**config.mk**
```make
export PLATFORM = sky130hd
export DESIGN_NAME = servo_track_ctrl
export DESIGN_NICKNAME = d
export VERILOG_FILES = /design/src/rtl/servo_pkg.sv /design/src/rtl/servo_pwm_ch.sv /design/src/rtl/servo_track_ctrl.sv
export SDC_FILE = /design/constraint.sdc
export NUM_CORES = 1
export LEC_CHECK = 0
export BUFFER_PORTS_ARGS = -buffer_cell sky130_fd_sc_hd__buf_2
export CAP_MARGIN = 20
export CORE_MARGIN = 4
export CORE_UTILIZATION = 31
export CTS_CLUSTER_SIZE = 28
export DETAILED_ROUTE_END_ITERATION = 8
export HOLD_SLACK_MARGIN = 0.02
export SYNTH_ARGS = -nofsm -noshare
export SYNTH_HDL_FRONTEND = slang
export SYNTH_HIERARCHICAL = 1
export SYNTH_SLANG_ARGS = --single-unit
```
**constraint.sdc**
```tcl
create_clock -name sysclk -period 7.8 [get_ports sysclk]
set_input_delay 1.56 -clock sysclk [delete_from_list [all_inputs] [get_ports sysclk]]
set_output_delay 1.56 -clock sysclk [all_outputs]
set_load 0.005 [all_outputs]
```
**src/rtl/servo_pkg.sv**
```systemverilog
// Shared types, default limits and the saturating position helper for the
// servo track controller.
package servo_pkg;

  typedef enum logic {MANUAL, PLAY} mode_t;

  localparam int DEF_MIN_DUTY = 4;
  localparam int DEF_MAX_DUTY = 60;
  localparam int DEF_CENTER   = 32;

  // Wide signed arithmetic so that both overflow and underflow clamp cleanly.
  function automatic int sat_add(input int pos, input int delta, input int lo, input int hi);
    int s;
    s = pos + delta;
    if (s > hi) return hi;
    if (s < lo) return lo;
    return s;
  endfunction

endpackage

```
**src/rtl/servo_pwm_ch.sv**
```systemverilog
// One PWM channel: latches its duty at frame start and compares it against
// the shared frame counter, so duty changes never produce runt pulses.
module servo_pwm_ch #(
  parameter int DW = 6
) (
  input  logic          sysclk,
  input  logic          reset,
  input  logic          frame_start,
  input  logic [DW-1:0] cnt,
  input  logic [DW-1:0] duty,
  output logic          pulse
);

  logic [DW-1:0] duty_lat;
  logic [DW-1:0] duty_now;

  assign duty_now = frame_start ? duty : duty_lat;

  always_ff @(posedge sysclk) begin
    if (reset) begin
      duty_lat <= '0;
      pulse    <= 1'b0;
    end else begin
      if (frame_start) duty_lat <= duty;
      pulse <= (cnt < duty_now);
    end
  end

endmodule

```
**src/rtl/servo_track_ctrl.sv**
```systemverilog
// N-channel servo position controller with snapshot table playback and PWM.
// Optional feature macro: SERVO_SLEW_LIMIT_EN (rate-limits the applied duty).
module servo_track_ctrl
  import servo_pkg::*;
#(
  parameter int N_CH      = 2,
  parameter int DW        = 6,
  parameter int DEPTH     = 8,
  parameter int STEP      = 1,
  parameter int MIN_DUTY  = DEF_MIN_DUTY,
  parameter int MAX_DUTY  = DEF_MAX_DUTY,
  parameter int CENTER    = DEF_CENTER,
  parameter int PRESCALE  = 4,
  parameter int DWELL_CYC = 16,
`ifdef SERVO_SLEW_LIMIT_EN
  parameter int SLEW_CYC  = 2,
`endif
  localparam int CW = $clog2(DEPTH + 1)
) (
  input  logic               sysclk,
  input  logic               reset,
  input  logic [N_CH-1:0]    btn_inc,
  input  logic [N_CH-1:0]    btn_dec,
  input  logic               store_btn,
  input  logic               clear_sw,
  input  logic               play_sw,
  output logic [N_CH-1:0]    pulse,
  output logic [N_CH*DW-1:0] duty_flat,
  output logic [CW-1:0]      mem_count,
  output logic               full,
  output logic               playing
);

  localparam int PTRW = (DEPTH > 1) ? $clog2(DEPTH) : 1;
  localparam int DWW  = (DWELL_CYC > 1) ? $clog2(DWELL_CYC) : 1;
  localparam int PREW = (PRESCALE > 1) ? $clog2(PRESCALE) : 1;

  logic [N_CH-1:0]    inc_q, inc_p, dec_q, dec_p;
  logic               store_q, store_p, clear_q, play_q;
  logic [N_CH-1:0]    inc_edge, dec_edge;
  logic               store_edge, store_fire;

  mode_t              mode;
  logic [DW-1:0]      pos_q  [N_CH];
  logic [DW-1:0]      duty_q [N_CH];
  logic [N_CH*DW-1:0] pos_flat;
  logic [N_CH*DW-1:0] mem_q  [DEPTH];
  logic [PTRW-1:0]    rd_ptr, rd_next, wr_idx;
  logic [CW-1:0]      rd_inc;
  logic [DWW-1:0]     dwell_cnt;

  logic [PREW-1:0]    pre_cnt;
  logic [DW-1:0]      pwm_cnt;
  logic               pwm_tick, frame_start;

  assign inc_edge   = inc_q & ~inc_p;
  assign dec_edge   = dec_q & ~dec_p;
  assign store_edge = store_q & ~store_p;
  assign full       = (mem_count == CW'(DEPTH));
  assign store_fire = !reset && (mode == MANUAL) && store_edge && !clear_q && !full;
  assign wr_idx     = PTRW'(mem_count);
  assign rd_inc     = CW'(rd_ptr) + CW'(1);
  assign rd_next    = (rd_inc >= mem_count) ? '0 : PTRW'(rd_inc);

  always_comb begin
    pos_flat  = '0;
    duty_flat = '0;
    for (int c = 0; c < N_CH; c++) begin
      pos_flat[c*DW +: DW]  = pos_q[c];
      duty_flat[c*DW +: DW] = duty_q[c];
    end
  end

  // The table itself has no reset; mem_count alone defines which entries are valid.
  always_ff @(posedge sysclk) begin
    if (store_fire) mem_q[wr_idx] <= pos_flat;
  end

  always_ff @(posedge sysclk) begin
    if (reset) begin
      inc_q     <= '0;
      inc_p     <= '0;
      dec_q     <= '0;
      dec_p     <= '0;
      store_q   <= 1'b0;
      store_p   <= 1'b0;
      clear_q   <= 1'b0;
      play_q    <= 1'b0;
      mode      <= MANUAL;
      playing   <= 1'b0;
      mem_count <= '0;
      rd_ptr    <= '0;
      dwell_cnt <= '0;
      for (int c = 0; c < N_CH; c++) pos_q[c] <= DW'(CENTER);
    end else begin
      inc_q   <= btn_inc;
      inc_p   <= inc_q;
      dec_q   <= btn_dec;
      dec_p   <= dec_q;
      store_q <= store_btn;
      store_p <= store_q;
      clear_q <= clear_sw;
      play_q  <= play_sw;
      case (mode)
        MANUAL: begin
          for (int c = 0; c < N_CH; c++) begin
            if (inc_edge[c] && !dec_edge[c])
              pos_q[c] <= DW'(sat_add(int'(pos_q[c]), STEP, MIN_DUTY, MAX_DUTY));
            else if (dec_edge[c] && !inc_edge[c])
              pos_q[c] <= DW'(sat_add(int'(pos_q[c]), -STEP, MIN_DUTY, MAX_DUTY));
          end
          if (clear_q)         mem_count <= '0;
          else if (store_fire) mem_count <= mem_count + CW'(1);
          // Entering playback overrides any same-cycle button move.
          if (play_q && !clear_q && (mem_count != '0)) begin
            mode      <= PLAY;
            playing   <= 1'b1;
            rd_ptr    <= '0;
            dwell_cnt <= '0;
            for (int c = 0; c < N_CH; c++) pos_q[c] <= mem_q[0][c*DW +: DW];
          end
        end
        PLAY: begin
          if (!play_q || clear_q) begin
            mode    <= MANUAL;
            playing <= 1'b0;
          end else if (dwell_cnt == DWW'(DWELL_CYC - 1)) begin
            dwell_cnt <= '0;
            rd_ptr    <= rd_next;
            for (int c = 0; c < N_CH; c++) pos_q[c] <= mem_q[rd_next][c*DW +: DW];
          end else begin
            dwell_cnt <= dwell_cnt + DWW'(1);
          end
        end
        default: begin
          mode    <= MANUAL;
          playing <= 1'b0;
        end
      endcase
    end
  end

`ifdef SERVO_SLEW_LIMIT_EN
  localparam int SLW = (SLEW_CYC > 1) ? $clog2(SLEW_CYC) : 1;
  logic [SLW-1:0] slew_cnt;
  logic           slew_step;

  assign slew_step = (slew_cnt == SLW'(SLEW_CYC - 1));

  always_ff @(posedge sysclk) begin
    if (reset) begin
      slew_cnt <= '0;
      for (int c = 0; c < N_CH; c++) duty_q[c] <= DW'(CENTER);
    end else begin
      slew_cnt <= slew_step ? '0 : slew_cnt + SLW'(1);
      if (slew_step) begin
        for (int c = 0; c < N_CH; c++) begin
          if (duty_q[c] < pos_q[c])      duty_q[c] <= duty_q[c] + DW'(1);
          else if (duty_q[c] > pos_q[c]) duty_q[c] <= duty_q[c] - DW'(1);
        end
      end
    end
  end
`else
  always_ff @(posedge sysclk) begin
    if (reset) begin
      for (int c = 0; c < N_CH; c++) duty_q[c] <= DW'(CENTER);
    end else begin
      for (int c = 0; c < N_CH; c++) duty_q[c] <= pos_q[c];
    end
  end
`endif

  // One prescaler and frame counter shared by every channel keeps frames aligned.
  assign pwm_tick    = (pre_cnt == PREW'(PRESCALE - 1));
  assign frame_start = (pwm_cnt == '0) && (pre_cnt == '0);

  always_ff @(posedge sysclk) begin
    if (reset) begin
      pre_cnt <= '0;
      pwm_cnt <= '0;
    end else begin
      pre_cnt <= pwm_tick ? '0 : pre_cnt + PREW'(1);
      if (pwm_tick) pwm_cnt <= pwm_cnt + DW'(1);
    end
  end

  for (genvar c = 0; c < N_CH; c++) begin : g_ch
    servo_pwm_ch #(.DW(DW)) u_pwm (
      .sysclk      (sysclk),
      .reset       (reset),
      .frame_start (frame_start),
      .cnt         (pwm_cnt),
      .duty        (duty_q[c]),
      .pulse       (pulse[c])
    );
  end

endmodule
```
# After elaboration in Yosys (flattened, before gate mapping)
# Memories as Yosys holds them, arrays and structs flattened.
# Cells that the tools add are included.
# totals
ram_bits,120
output_inout_bits,20
word_cells,225
n_memories,3
in_bits,9
register_bits,47
# classes
mux,130
n_bitwise,17
reduce_logical,29
eq_ne,7
magnitude_cmp,11
addsub,9
# mem_list
name,depth,width,rd,rd_clocked_by_memory_dff,wr,line,rtl
mem_q,8,12,2,0,1,servo_track_ctrl.sv:47,logic [N_CH*DW-1:0] mem_q [DEPTH];
duty_q,2,6,2,0,2,servo_track_ctrl.sv:45,logic [DW-1:0] duty_q [N_CH];
pos_q,2,6,2,0,2,servo_track_ctrl.sv:44,logic [DW-1:0] pos_q [N_CH];
# ops
cell,n
two-way mux 6 bit,42
two-way mux 1 bit,75
two-way mux 4 bit,5
"adder 7 x 1 -> 8 bit, second input constant",2
"greater-than comparator 8 x 7 -> 1 bit, second input constant",2
"less-than comparator 8 x 4 -> 1 bit, second input constant",2
"adder 6 x 1 -> 7 bit, second input constant",2
"greater-than comparator 7 x 6 -> 1 bit, second input constant",2
"less-than comparator 7 x 3 -> 1 bit, second input constant",2
less-than comparator 6 bit,2
two-way mux 3 bit,4
logical AND 1 bit,11
bitwise OR 1 bit,10
"adder 4 x 1 -> 4 bit, second input constant",2
"equality test 4 bit, second input constant",2
logical NOT 1 bit,8
case mux 4 bit (2 select lines),1
"adder 6 x 1 -> 6 bit, second input constant",1
logical NOT 6 bit,1
"!= test 2 x 1 -> 1 bit, second input constant",3
case mux 3 bit (2 select lines),1
AND reduction 2 bit,3
"adder 3 x 1 -> 4 bit, second input constant",1
bitwise AND 2 bit,2
14 further kinds,17

# Longest topological paths before layout
# depth
word_depth,22
depth_mapped,11
ltp_nobuf,10

# Cells and area by module
# The synthesis kept the hierarchy.
# modules_own_cells
mod,instances,cells_per_inst,seq_area_each_um2,area_per_inst_um2
servo_track_ctrl,1,643,4144.0,7151.9
servo_pwm_ch,2,34,140.1,349.1

# Worst setup path before layout
# OpenSTA, ideal clock, no wires.
# synth_path
path_type,input -> register
start,input reset
end,"memory mem_q[0][0] (netlist name), enable pin"
required_ns,7.404
arrival_ns,3.048
setup_ns,0.396
slack_ns,4.356
path_stages,4
n_path_buf,0
cell_sequence,nor2_2 and4_1 nand2_1 nor3_1
# synth_between
elab_chain_cells,7
# synth_rtl
item,line,rtl
start: declaration,servo_track_ctrl.sv:21,"input logic reset,"
logical NOT 1 bit,servo_track_ctrl.sv:60,assign store_fire = !reset && (mode == MANUAL) && store_edge && !clear_q && !full;
logical AND 1 bit (4 in a row),servo_track_ctrl.sv:60,
two-way mux 1 bit,servo_track_ctrl.sv:76,if (store_fire) mem_q[wr_idx] <= pos_flat;
two-way mux 1 bit (not written as such),servo_track_ctrl.sv:76,
end: declaration,servo_track_ctrl.sv:47,
# No other way between the ends.

==> key figures <==
Synth
  – Post-Synth Adder-Cell Area: 0.04463
  – Cell type contributing the most total cell area after synthesis: sky130_fd_sc_hd__edfxtp_1
  – Yosys reg bits: 167
  – Post-Synthesis Mean Instance Area: 11.04 um^2
  – Compound-cell area share of the yosys netlist: 0.1485
  – Cell types with the largest area share after synthesis: sky130_fd_sc_hd__edfxtp_1 41%, sky130_fd_sc_hd__dfxtp_1 15%, sky130_fd_sc_hd__ha_1 4.5%
  – Area share of the largest cell type after synthesis: 0.4131
  – Dominant combinational cell family by area after synthesis: simple AND/OR/NAND/NOR gates
  – Synthesized net count: 748
  – Simple-gate area share of the yosys netlist: 0.1699
  – Mux cell area share after synthesis: 0.02949
  – Count of warnings emitted by yosys: 6
  – Most used DFF post-synth: sky130_fd_sc_hd__edfxtp_1
  – Count of unique library cells instantiated by Yosys: 71
  – Post-synthesis cell area: 7850 um^2
  – Asr flop ratio synth: 0
  – Sequential cell area fraction in the yosys report: 0.5636
  – Number of enable flip-flop cells after synthesis: 108
  – Number of instances in the synthesized netlist: 711
  – Fraction of synthesized cell area in xor and xnor cells: 0.01227

Power and ir drop
  – Worst voltage drop across the vdd grid: 0.0001221 V
  – Total power after layout: 1.981 mW
  – Clock Power Share: 0.407
  – Standby leakage power: 3.212 nW
  – Combinational share of power: 0.074
  – Sw Ratio: 0.2495
  – Portion of total power attributed to sequential cells: 0.518
  – Total internal power: 1.487 mW
  – Total net switching power: 0.4943 mW
  – Areal power density over the cells: 221.8 nW/um^2

Placed design
  – # placed instances: 1037
  – Placement-stage worst setup slack: 3575 ps
  – Standard cell area after detailed placement: 8334 um^2
  – Detailed placer's ending HPWL: 13720 um
  – Quantity of I/O buffers inserted on ports: 28
  – Gp weighted congestion: 0.8646

Routing
  – Final routed wirelength across all metal layers: 19990 um
  – Remaining antenna violation count after routing: 0
  – Drt pass-1 iters: 5
  – Number of design-rule violations left by the first detailed-router iteration: 452
  – DRC violations left: 0
  – Routed via count: 5702
  – Detail-routed net length per standard cell: 18.65 um
  – Via density per instance: 5.319

Timing
  – Setup violation total in the final timing report: 0
  – Final setup slack of the worst path: 3487 ps
  – RSZ-0062 raised after global routing: false
  – Pin slew with the least headroom to its limit: 979.4 ps
  – Final Hold Viols: 0
  – Final critical-path share of the clock period: 0.5530
  – Worst hold slack: 449.9 ps
  – Fin crit period: 4313 ps
  – Final number of max-transition violations: 0
  – Layout Skew: 7.661 ps
  – Total negative slack: 0 ps
  – Max Freq: 0.2319 GHz
  – Relative slew margins: 0.3470

Global routing
  – Overflow after GRT: 0
  – Pin count of the biggest net entering global routing: 64
  – Aggregate global-route resource usage: 0.1436
  – Number of antenna violations at the first check in global routing: 0
  – Vias in the first global route: 5352
  – Wire length of the first global-routing pass: 31360 um

Critical path
  – Data required time of the worst path: 7970 ps
  – Top fanout value on the critical path: 24
  – Signal arrival time at the worst endpoint: 4480 ps
  – Endpoint type of the worst setup path: register
  – Critical path startpoint category: register
  – Logic depth of the worst register-to-register path: 10
  – Critical path class: register to register

CTS
  – Gates resized, CTS repair: 0
  – Number of buffers inserted by post-CTS setup repair: 0
  – H-tree depth: 4
  – Maximum count of clock buffers along a single path: 2
  – Sinks on Clock Net: 167
  – TritonCTS buffer count: 17
  – Clock insertion delay at the later pin of the skew report: 430 ps
  – CTS Hold Buffers Added: 0
  – Reg clk slew, reported paths: 70 ps
  – Root buf cell: sky130_fd_sc_hd__clkbuf_16
  – TritonCTS clock tree: built

Final layout
  – Layout fillers: 2445
  – Most common library cell in the layout ignoring fill and taps: sky130_fd_sc_hd__edfxtp_1
  – Number of nets at the end of the flow: 772
  – Finished Cell Area: 8932 um^2
  – Inserted Diodes: 0
  – Finished Core Util: 0.3630
  – Most frequent cells in the layout: 108 x sky130_fd_sc_hd__edfxtp_1, 66 x sky130_fd_sc_hd__nor2_1, 59 x sky130_fd_sc_hd__dfxtp_1
  – Layout cell share with drive strength beyond 1: 0.1270
  – Signed area change from the synthesized netlist to the final layout: 13.79%
  – Cell Count, Final, Fillers Out: 1072

Hold path
  – Worst hold path depth: 1
  – HP Class: register to register

Outcome
  – Result of the run: finished, final reports clean

Floorplan
  – Std-Cell Rows: 57
  – Total core area: 24600 um^2
  – Chip height: 167.1 um
  – Initial standard-cell utilization of the core: 0.3190
  – Die area: 27930 um^2
  – Width of the die: 167.1 um
  – Top-Level Pins: 29

Run
  – Max capacitance violation total: 0
## sequential cells by signal, indices dropped and copies added, names as in the netlist, 3 cells and up
signal / flops
mem_count: 4
rd_ptr: 3
pwm_cnt: 6
dwell_cnt: 4
pos_q: 12
duty_q: 12
mem_q: 96
g_ch.u_pwm/duty_lat: 12
## critical path: stages (launching register included)
cell and delay (ps):
sky130_fd_sc_hd__dfxtp_1 710, sky130_fd_sc_hd__ha_1 260, sky130_fd_sc_hd__xnor2_1 230, sky130_fd_sc_hd__inv_1 240
sky130_fd_sc_hd__ha_1 300, sky130_fd_sc_hd__or4_1 520, sky130_fd_sc_hd__a21o_1 320, sky130_fd_sc_hd__nand2_1 680
sky130_fd_sc_hd__nor3_2 90, sky130_fd_sc_hd__o21a_1 180, sky130_fd_sc_hd__or4_1 510
## power by group through the flow
stage,combinational [mW],clock (mW),sequential (mW)
after floorplan,0.124,0,1.01
after global placement,0.145,0,1.05
after detailed placement,0.146,0,1.05
after CTS,0.147,0.826,1.03
after global routing,0.166,0.864,1.03
final,0.147,0.807,1.03
## final timing paths
kind	from	endpoint	slack, ps
max	rd_ptr[0]$_SDFFE_PP0P_	pos_q[0][0]$_DFFE_PP_	3490
min	pre_cnt[0]$_SDFF_PP0_	pre_cnt[0]$_SDFF_PP0_	450
max reg2reg	rd_ptr[0]$_SDFFE_PP0P_	pos_q[0][0]$_DFFE_PP_	3490
min reg2reg	pre_cnt[0]$_SDFF_PP0_	pre_cnt[0]$_SDFF_PP0_	450
## cell families (layout without fill, tap and decap cells)
| logic type | count (synthesis) | after routing |
|---|---|---|
| AND/OR/NAND/NOR | 259 | 259 |
| flip-flops | 167 | 167 |
| AO/OA/AOI/OAI | 165 | 165 |
| buffers and inverters | 58 | 95 |
| adder cells (fa/ha/maj) | 28 | 28 |
| multiplexers | 23 | 23 |
| XOR/XNOR | 11 | 11 |
## layout make-up
cell class | instances | area, um^2 | share of cell area
clock inverters | 15 | 142.6 | 0.01597
well taps | 324 | 405.4 | 0.04538
multi-input cells | 486 | 3188 | 0.3569
inverters | 21 | 78.83 | 0.008825
flip-flops and latches | 167 | 4424 | 0.4953
clock buffers | 17 | 425.4 | 0.04763
repair buffers | 42 | 267.8 | 0.02998
## synth_stat cells (all sizes together), types with 3 or more instances
library cell,n
nor3b,4
a31oi,7
buf,12
a211o,4
nand2b,13
edfxtp,108
xnor2,6
nor2b,21
nor3,15
o221a,3
o211ai,6
nor2,68
dfxtp,59
nand3b,5
clkbuf,25
a21oi,34
o221ai,10
inv,21
a211oi,23
mux2i,22
o22ai,5
ha,28
a21o,6
a221oi,5
nand2,50
and3,22
xor2,5
nand4,6
or4,5
o21a,6
nand3,23
o21ai,27
or2,5
or3,11
## routing by layer
| layer | up-vias | part of all wire | global-route usage |
|---|---|---|---|
| li1 | 2729 | - | - |
| met1 | 2767 | 0.45 | 0.1943 |
| met2 | 179 | 0.47 | 0.2311 |
| met3 | 27 | 0.056 | 0.02947 |
| met4 | 0 | 0.022 | 0.04905 |
| met5 | - | 0 | 0 |
Power figures use the tool's default switching activity.
